`src/rtl/universal_shift_reg.sv`:
```
// Universal shift register: parallel load, clear, logical/arithmetic shifts
// and rotates by a multi-cycle count, one bit per clock, with a busy/done
// handshake. Commands with amt<=1 complete at the accept edge; longer shifts
// finish their remaining steps in the SHIFT state.
module universal_shift_reg #(
    parameter int WIDTH = 8,
    parameter int AMT_W = $clog2(WIDTH) + 1
) (
    input  logic             clk,
    input  logic             rst_n,
    input  logic             start,
    input  logic [2:0]       op,
    input  logic [AMT_W-1:0] amt,
    input  logic [WIDTH-1:0] data_in,
    input  logic             ser_in,
    output logic [WIDTH-1:0] data_out,
    output logic             ser_out,
    output logic             busy,
    output logic             done
);

    typedef enum logic {IDLE = 1'b0, SHIFT = 1'b1} state_t;

    localparam logic [2:0] OP_NOP   = 3'b000;
    localparam logic [2:0] OP_LOAD  = 3'b001;
    localparam logic [2:0] OP_CLEAR = 3'b010;
    localparam logic [2:0] OP_SHL   = 3'b011;
    localparam logic [2:0] OP_SHR   = 3'b100;
    localparam logic [2:0] OP_ASR   = 3'b101;
    localparam logic [2:0] OP_ROL   = 3'b110;
    localparam logic [2:0] OP_ROR   = 3'b111;

    state_t           state_q;
    logic [WIDTH-1:0] data_q;
    logic             ser_q;
    logic             done_q;
    logic [2:0]       op_q;
    logic [AMT_W-1:0] cnt_q;

    logic             is_multi;
    logic             accept;
    logic [2:0]       step_op;
    logic [WIDTH:0]   step_d;

    // One 1-bit step of a shift/rotate: returns {bit shifted out, new contents}.
    function automatic logic [WIDTH:0] shift_step(input logic [2:0] o,
                                                  input logic [WIDTH-1:0] d,
                                                  input logic s);
        logic [WIDTH:0] r;
        case (o)
            OP_SHL:  r = {d[WIDTH-1], d[WIDTH-2:0], s};
            OP_SHR:  r = {d[0], s, d[WIDTH-1:1]};
            OP_ASR:  r = {d[0], d[WIDTH-1], d[WIDTH-1:1]};
            OP_ROL:  r = {d[WIDTH-1], d[WIDTH-2:0], d[WIDTH-1]};
            OP_ROR:  r = {d[0], d[0], d[WIDTH-1:1]};
            default: r = {1'b0, d};
        endcase
        return r;
    endfunction

    // Accept qualification and the step datapath shared by both states.
    // A command that would complete immediately is held off during the done
    // cycle so done can never be high on two consecutive cycles; a multi-cycle
    // shift may still be accepted back-to-back since its done comes later.
    always_comb begin
        is_multi = (op >= OP_SHL) && (amt > AMT_W'(1));
        accept   = start && (state_q == IDLE) && (!done_q || is_multi);
        step_op  = (state_q == SHIFT) ? op_q : op;
        step_d   = shift_step(step_op, data_q, ser_in);
    end

    // Control FSM and register state; outputs are all registered.
    always_ff @(posedge clk or negedge rst_n) begin
        if (!rst_n) begin
            state_q <= IDLE;
            data_q  <= '0;
            ser_q   <= 1'b0;
            done_q  <= 1'b0;
            op_q    <= OP_NOP;
            cnt_q   <= '0;
        end else begin
            done_q <= 1'b0;
            case (state_q)
                IDLE: begin
                    if (accept) begin
                        case (op)
                            OP_NOP:   done_q <= 1'b1;
                            OP_LOAD: begin
                                data_q <= data_in;
                                done_q <= 1'b1;
                            end
                            OP_CLEAR: begin
                                data_q <= '0;
                                done_q <= 1'b1;
                            end
                            default: begin
                                if (amt == '0) begin
                                    done_q <= 1'b1;
                                end else begin
                                    {ser_q, data_q} <= step_d;
                                    cnt_q           <= amt - AMT_W'(1);
                                    op_q            <= op;
                                    if (amt == AMT_W'(1)) begin
                                        done_q <= 1'b1;
                                    end else begin
                                        state_q <= SHIFT;
                                    end
                                end
                            end
                        endcase
                    end
                end
                SHIFT: begin
                    {ser_q, data_q} <= step_d;
                    cnt_q           <= cnt_q - AMT_W'(1);
                    if (cnt_q == AMT_W'(1)) begin
                        state_q <= IDLE;
                        done_q  <= 1'b1;
                    end
                end
                default: state_q <= IDLE;
            endcase
        end
    end

    assign data_out = data_q;
    assign ser_out  = ser_q;
    assign busy     = (state_q == SHIFT);
    assign done     = done_q;

endmodule

```
`config.mk`:
```
export PLATFORM = sky130hd
export DESIGN_NAME = universal_shift_reg
export DESIGN_NICKNAME = d
export VERILOG_FILES = /design/src/rtl/universal_shift_reg.sv
export SDC_FILE = /design/constraint.sdc
export NUM_CORES = 1
export LEC_CHECK = 0
export BUFFER_PORTS_ARGS = -buffer_cell sky130_fd_sc_hd__clkbuf_2
export CORE_AREA = 2 2 59 61
export DETAILED_ROUTE_END_ITERATION = 10
export DIE_AREA = 0 0 61 63
export GPL_TIMING_DRIVEN = 0
export HOLD_SLACK_MARGIN = 0.05
export PLACE_DENSITY = 0.79
export SLEW_MARGIN = 20
export SYNTH_ARGS = -nofsm -noshare
export SYNTH_HDL_FRONTEND = slang
export SYNTH_SLANG_ARGS = --single-unit
```
`constraint.sdc`:
```
create_clock -name clk -period 3.4 [get_ports clk]
set_input_delay 0.17 -clock clk [delete_from_list [all_inputs] [get_ports clk]]
set_output_delay 0.17 -clock clk [all_outputs]
set_load 0.1 [all_outputs]
```
==> results.md, run 1 <==
- Root Driver: clkbuf_4
- Synth unique cells: 37
- Chip height: 63 um
- Synthesis-to-layout area growth: 16.43%
- WL per Instance: 13.50 um
- Num rows: 21
- Final min period: 1968 ps
- Multi-input gate area: 969.7 um^2
- Vias per inst: 5.613
- Share of cells above drive strength 1: 0.2667
- Commonest non-fill, non-tap cell in the layout: clkbuf_2
- Synth async-reset ratio: 1.000
- Largest family of logic cells by synthesized area: compound AO/OA/AOI/OAI gates
- Max-Cap Viols: 0
- Cell taking the most area after synthesis: dfrtp_1
- Slew at the pin closest to its max-slew limit: 543.6 ps
- GR Layer Usage met1: 0.2855
- Synthesized Nets: 200
- Setup-failing EPs final: 0
- Crit share post-route: 0.5787
- Synth warn: 0
- Clk sink count: 18
- CP endpoint kind: register
- Flop-to-flop setup slack: 1430 ps
- Placer Congestion: 0.8683
- Layout Skew: 1.467 ps
- Startpoint types: register
- Unrepaired setup endpoints after global routing: no
- TritonCTS buffer count: 3
- Peak Freq: 508.3 MHz
- Hpwl dp: 2759 um
- Dpl ws: 1445 ps
- Synth top area cells: dfrtp_1, nor2_1, mux2i_1, mux2_2, a21oi_1
- Worst Path Max Fanout: 10
- Grt ovf: 0
- # IOs: 30
- Max-slew violation count: 0
- Synth top area share: 0.2973
- Register area: 450.4 um^2
- CTS resizes: 0
- DRC Markers: 0
- Outcome: complete, no violations
- Synthesized instance count: 176
- Synth Area in Compound Gates: 0.2411
- Post-layout net count: 235
- Synth Register Bits: 18
- GRT Util Overall: 0.2008
- Die Wd: 61 um
- Count of flip-flops with a built-in enable after synthesis: 0
- Vias in the first global route: 1289
- Met3 usage: 0.02070
- Xor/xnor share of the synthesized area: 0.04542
- Drt first pass iters: 4
- Synthesized area per cell: 8.609 um^2
- M2 GR Usage: 0.3011
- Via Count: 1437
- TNS Setup: 0 ps
- Most frequent cells in the layout: clkbuf_2, nor2_1, dfrtp_1
- Postcts setup bufs: 0
- Headroom to the max-slew limit: 0.6391
- Antenna Cells: 0
- Initial core utilization: 0.4688
- Antenna violations before repair: 0
- CP required: 3610 ps
- Post-detailed-route count of antenna-violating nets: 0
- Critical path type: reg2reg
- Clock latency on the worst-skew pair: 290 ps
- Port Buffers: 29
- Area share of fa/ha/maj cells after synthesis: 0.04129
- Initial DRC count: 105
- # fillers: 321
- First-pass GRT wire length: 5920 um
- Mapped Area: 1515 um^2
- Synth Area in Simple Gates: 0.1833
- TritonCTS clock tree: built
- Most Used Layer, Global Route: met2
- Reg clk slew, reported paths: 100 ps
- Sequential area share after synthesis: 0.2973
- Largest net degree at the start of global routing: 19
- Worst path arrival time: 2180 ps
- Final hold viol count: 0
- Mux contribution to synthesized area: 0.1288
- H-tree depth: 1
- Final worst slack: 1432 ps
- Total wire length: 3456 um
- Clk buf depth: 2
- Post-synth top flop: dfrtp_1
- Core area: 3232 um^2
- Hold/Removal Path Class: in2reg
- Die area: 3843 um^2
-- layer usage --
metal  wire [um]  vias to the layer above
met4          91                        0
met1        1570                      660
met5           0                        -
li1            -                      718
met2        1639                       47
met3         155                       12
-- path summary, 6_finish.rpt --
kind / start / end / cells after the start
worst max-delay path: busy / data_out[6] / 7
worst min-delay path: data_in[6] / data_out[6] / 3
worst max register to register: busy / data_out[6] / 7
worst min register to register: ser_out / ser_out / 1
max in group asynchronous: rst_n / cnt_q[1] / 2
min in group asynchronous: rst_n / data_out[6] / 2
-- area by class of cell --
cell class / count / share of cell area
tap: 46 / 0.03262
buffer: 10 / 0.03901
inverter: 7 / 0.01489
sequential: 18 / 0.2553
timing repair buffer: 30 / 0.08794
multi-input combinational: 141 / 0.5496
clock buffer: 4 / 0.02057
-- sequential cells by signal, indices dropped and copies added (netlist names) --
signal / cells
done: 1
data_out: 8
op_q: 3
busy: 1
cnt_q: 4
ser_out: 1
-- critical path, stage by stage, from the launching register on --
cell and delay, ps:
dfrtp_1 370, buf_6 150, mux2i_1 410, buf_2 280, o21ai_0 130, o311ai_0 160
o211ai_1 190, a31oi_1 200
-- stage by stage --
stage / util / cell area, um^2 / hold slack [ps] / std cells
2_1_floorplan: - / 1515 / -125.6 / 176
4_1_cts: 0.5459 / 1764 / 105.6 / 256
5_1_grt: 0.5459 / 1764 / 140.3 / 256
6_report: 0.5459 / 1764 / 114.3 / 256
3_5_place_dp: 0.5316 / 1718 / 131.5 / 251
3_3_place_gp: 0.5316 / 1718 / 126.7 / 251
-- cell families after synthesis --
family	after synthesis
adder cells (fa/ha/maj)	5
flip-flops	18
AND/OR/NAND/NOR	60
XOR/XNOR	7
buffers and inverters	17
AO/OA/AOI/OAI	52
multiplexers	17
-- Yosys cell counts (2+ instances only) --
library cell	number
mux2_2	7
nand2_1	16
xnor2_1	3
nand3_1	6
o311ai_0	2
a32oi_1	7
o21ai_0	10
a21oi_1	13
dfrtp_1	18
buf_6	3
nor2_1	25
mux2i_1	8
xor2_1	3
o211ai_1	2
inv_1	7
a21o_1	3
ha_1	5
clkbuf_1	2
a31oi_1	2
nor3_1	8
a211oi_1	7
buf_2	4
-- what timing repair did --
item                                   in CTS  in global routing
endpoints found under the hold margin      18                  0
hold buffers                                1                  0
setup endpoints to repair                   0                  0
Power of run 1 is left out: the tool's default activity adds up to more than one toggle a clock period on the data nets, which glitch-free logic cannot reach.
==> run 2, diff against run 1 <==
- ABC_AREA: not set -> 1
- CORE_AREA: 2 2 59 61 -> 2 2 58 60
- DIE_AREA: 0 0 61 63 -> 0 0 60 62
- PLACE_DENSITY: 0.79 -> 0.81
- clock period: 3.4 -> 1.95 ns (I/O delays scaled with it)
==> results.md, run 2 <==
- CP required: 2140 ps (-1470 ps)
- Hpwl dp: 2498 um (-9.5%)
- GRT Util Overall: 0.1855 (-0.01528)
- Worst Path Max Fanout: 10 (unchanged)
- Total wire length: 3202 um (-7.3%)
- Synthesized Nets: 251 (+26%)
- Worst Setup SP: busy
- Postcts setup bufs: 0 (unchanged)
- Most used cell, CP: nor2_2
- Drt first pass iters: 4 (unchanged)
- Slew at the pin closest to its max-slew limit: 543.6 ps (-0.04464 ps)
- Cell taking the most area after synthesis: dfrtp_1
- Layout Skew: 11.77 ps (+10.30 ps)
- Via Count: 1474 (+2.6%)
- Critical Path Slowest Stage Cell: dfrtp_2
- Chip height: 62 um (-1.6%)
- Count of flip-flops with a built-in enable after synthesis: 0 (unchanged)
- Setup-failing EPs final: 0 (unchanged)
- Grt ovf: 0 (unchanged)
- Largest stage delay on the critical path: 460 ps (+50 ps)
- Most frequent cells in the layout: nand2_1, nand3_1, clkbuf_2
- Max reg flops: 8 (unchanged)
- Critical path type: reg2reg
- Buf+Inv Stages, Crit Path: 3 (+1)
- Hold/Removal Path Class: in2reg
- Critical path depth: 9 (+2)
- H-tree depth: 1 (unchanged)
- # IOs: 30 (unchanged)
- Flop-to-flop setup slack: 440 ps (-1000 ps)
- Post-synth top flop: dfrtp_1
- Peak Freq: 660.5 MHz (+30%)
- Final min period: 1514 ps (-453.6 ps)
- Initial core utilization: 0.4715 (+0.002634)
- Outcome: complete, no violations
- Sequential area share after synthesis: 0.3005 (+0.003226)
- Post-layout net count: 286 (+22%)
- Synth Register Bits: 18 (unchanged)
- Synth unique cells: 24 (-35%)
- CP delay by family, top: simple AND/OR/NAND/NOR gates
- Clk buf depth: 2 (unchanged)
- Post-detailed-route count of antenna-violating nets: 0 (unchanged)
- Multi-input gate area: 898.4 um^2 (-7.4%)
- CP endpoint kind: register
- Vias per inst: 4.801 (-14%)
- Reg2Reg Capture Point: data_out[0]
- R2r startpoint: busy
- Core area: 3179 um^2 (-1.6%)
- TritonCTS buffer count: 3 (unchanged)
- Port Buffers: 29 (unchanged)
- Initial DRC count: 117 (+11%)
- Synthesized area per cell: 6.603 um^2 (-23%)
- Synth top area cells: dfrtp_1, nand2_1, nand3_1, inv_1, nor2_1
- Number of hold buffers added after CTS: 1 (unchanged)
- Die Wd: 60 um (-1.6%)
- Worst path arrival time: 1710 ps (-470 ps)
- DRC Markers: 0 (unchanged)
- Max-slew violation count: 0 (unchanged)
- Reg2reg path depth: 9 (+2)
- CTS resizes: 0 (unchanged)
- Antenna violations before repair: 0 (unchanged)
- Worst-path cell chain: inv_2 > buf_6 > nand3_2 > nor2_2 > a21oi_4 > nand2_4 > clkinv_4 > nor2_2 > nor2_1
- Placer Congestion: 0.8588 (-1.1%)
- Die area: 3720 um^2 (-3.2%)
- Crit share post-route: 0.7764 (+0.1977)
- Finished Layout Cells: 307 (+20%)
- # fillers: 315 (-1.9%)
- Headroom to the max-slew limit: 0.6392 (about the same)
- Vias in the first global route: 1232 (-4.4%)
- Root Driver: clkbuf_4
- Commonest non-fill, non-tap cell in the layout: nand2_1
- Synth warn: 0 (unchanged)
- Synth async-reset ratio: 1.000 (unchanged)
- Final hold viol count: 0 (unchanged)
- Startpoint types: register
- Dpl ws: 451.9 ps (-992.6 ps)
- Max-Cap Viols: 0 (unchanged)
- Top-count cell post-synth: nand2_1
- TritonCTS clock tree: built
- Register area: 451.7 um^2 (+0.28%)
- List of most frequent post-synthesis cells: nand2_1, nand3_1, inv_1
- Final worst slack: 436.1 ps (-996.4 ps)
- Clock latency on the worst-skew pair: 300 ps (about the same)
- Synthesis-to-layout area growth: 16.03%
- Antenna Cells: 0 (unchanged)
- Synthesized instance count: 227 (+29%)
- Mapped Area: 1499 um^2 (-1.1%)
- Share of cells above drive strength 1: 0.2452 (-0.02146)
- Reg clk slew, reported paths: 120 ps (+20 ps)
- Crit path to: data_out[0]
- Largest net degree at the start of global routing: 19 (unchanged)
- Num rows: 21 (unchanged)
- # placed instances: 302 (+20%)
- Final core utilization: 0.5470 (+0.001152)
- WL per Instance: 10.43 um (-23%)
- First-pass GRT wire length: 5216 um (-12%)
- TNS Setup: 0 ps (unchanged)
- Unrepaired setup endpoints after global routing: no
- Clk sink count: 18 (unchanged)
- Synth top area share: 0.3005 (+0.003226)
==> run 2: changes by cell type after synthesis, moves of 8 or more <==
cell	change
nand3_1	+24
o21ai_1	+8
nand2_2	+9
a21oi_1	-8
inv_1	+20
mux2i_1	-8
nand2_1	+45
==> run 2: worst min-delay path, cell delays in order <==
cell,delay (ps)
clkbuf_2,130
nand2_1,80
nand2_1,50
==> run 2: per-layer routing <==
metal | GRT usage | vias up | part of all wire
met5 | 0 | - | 0
met4 | 0.04762 | 0 | 0.012
met3 | 0.02692 | 4 | 0.036
met2 | 0.2997 | 27 | 0.45
met1 | 0.2615 | 650 | 0.50
li1 | - | 793 | -
==> run 2: through the flow <==
step / hold WS (ps) / instance area, um^2
global route: 80.61 / 1739
floorplan: -198.1 / 1500
detailed placement: 82.70 / 1703
finish: 68.16 / 1739
CTS: 68.80 / 1739
global placement: 77.82 / 1703
==> run 2: kinds of logic (layout without fill, tap and decap cells) <==
family | after synthesis | after routing | synth area share
AOI/OAI and AO/OA | 29 | 29 | 0.1085
xor gates and xnor gates | 2 | 2 | 0.01169
buffers and inverters | 34 | 68 | 0.1002
adders and majority gates | 5 | 5 | 0.04174
DFF | 18 | 18 | 0.3005
and+or+nand+nor | 139 | 139 | 0.4374
==> run 2: worst min path at each step <==
| stage | cells past startpoint | slack, ps | endpoint | start |
|---|---|---|---|---|
| finish | 3 | 70 | op_q[2] | op[2] |
| global route | 3 | 80 | op_q[2] | op[2] |
| CTS | 3 | 70 | op_q[2] | op[2] |
| detailed placement | 1 | 80 | cnt_q[2] | rst_n |
| global placement | 1 | 80 | cnt_q[2] | rst_n |
| floorplan | 0 | -200 | busy | rst_n |
==> run 2: cell type report <==
class | instances | share of cell area
buffer | 2 | 0.01295
clock buffer | 4 | 0.01511
inverter | 32 | 0.07338
multi-input combinational | 175 | 0.5165
sequential | 18 | 0.2597
tap | 46 | 0.03309
timing repair buffer | 30 | 0.08921
Power of run 2 is left out for the same reason.
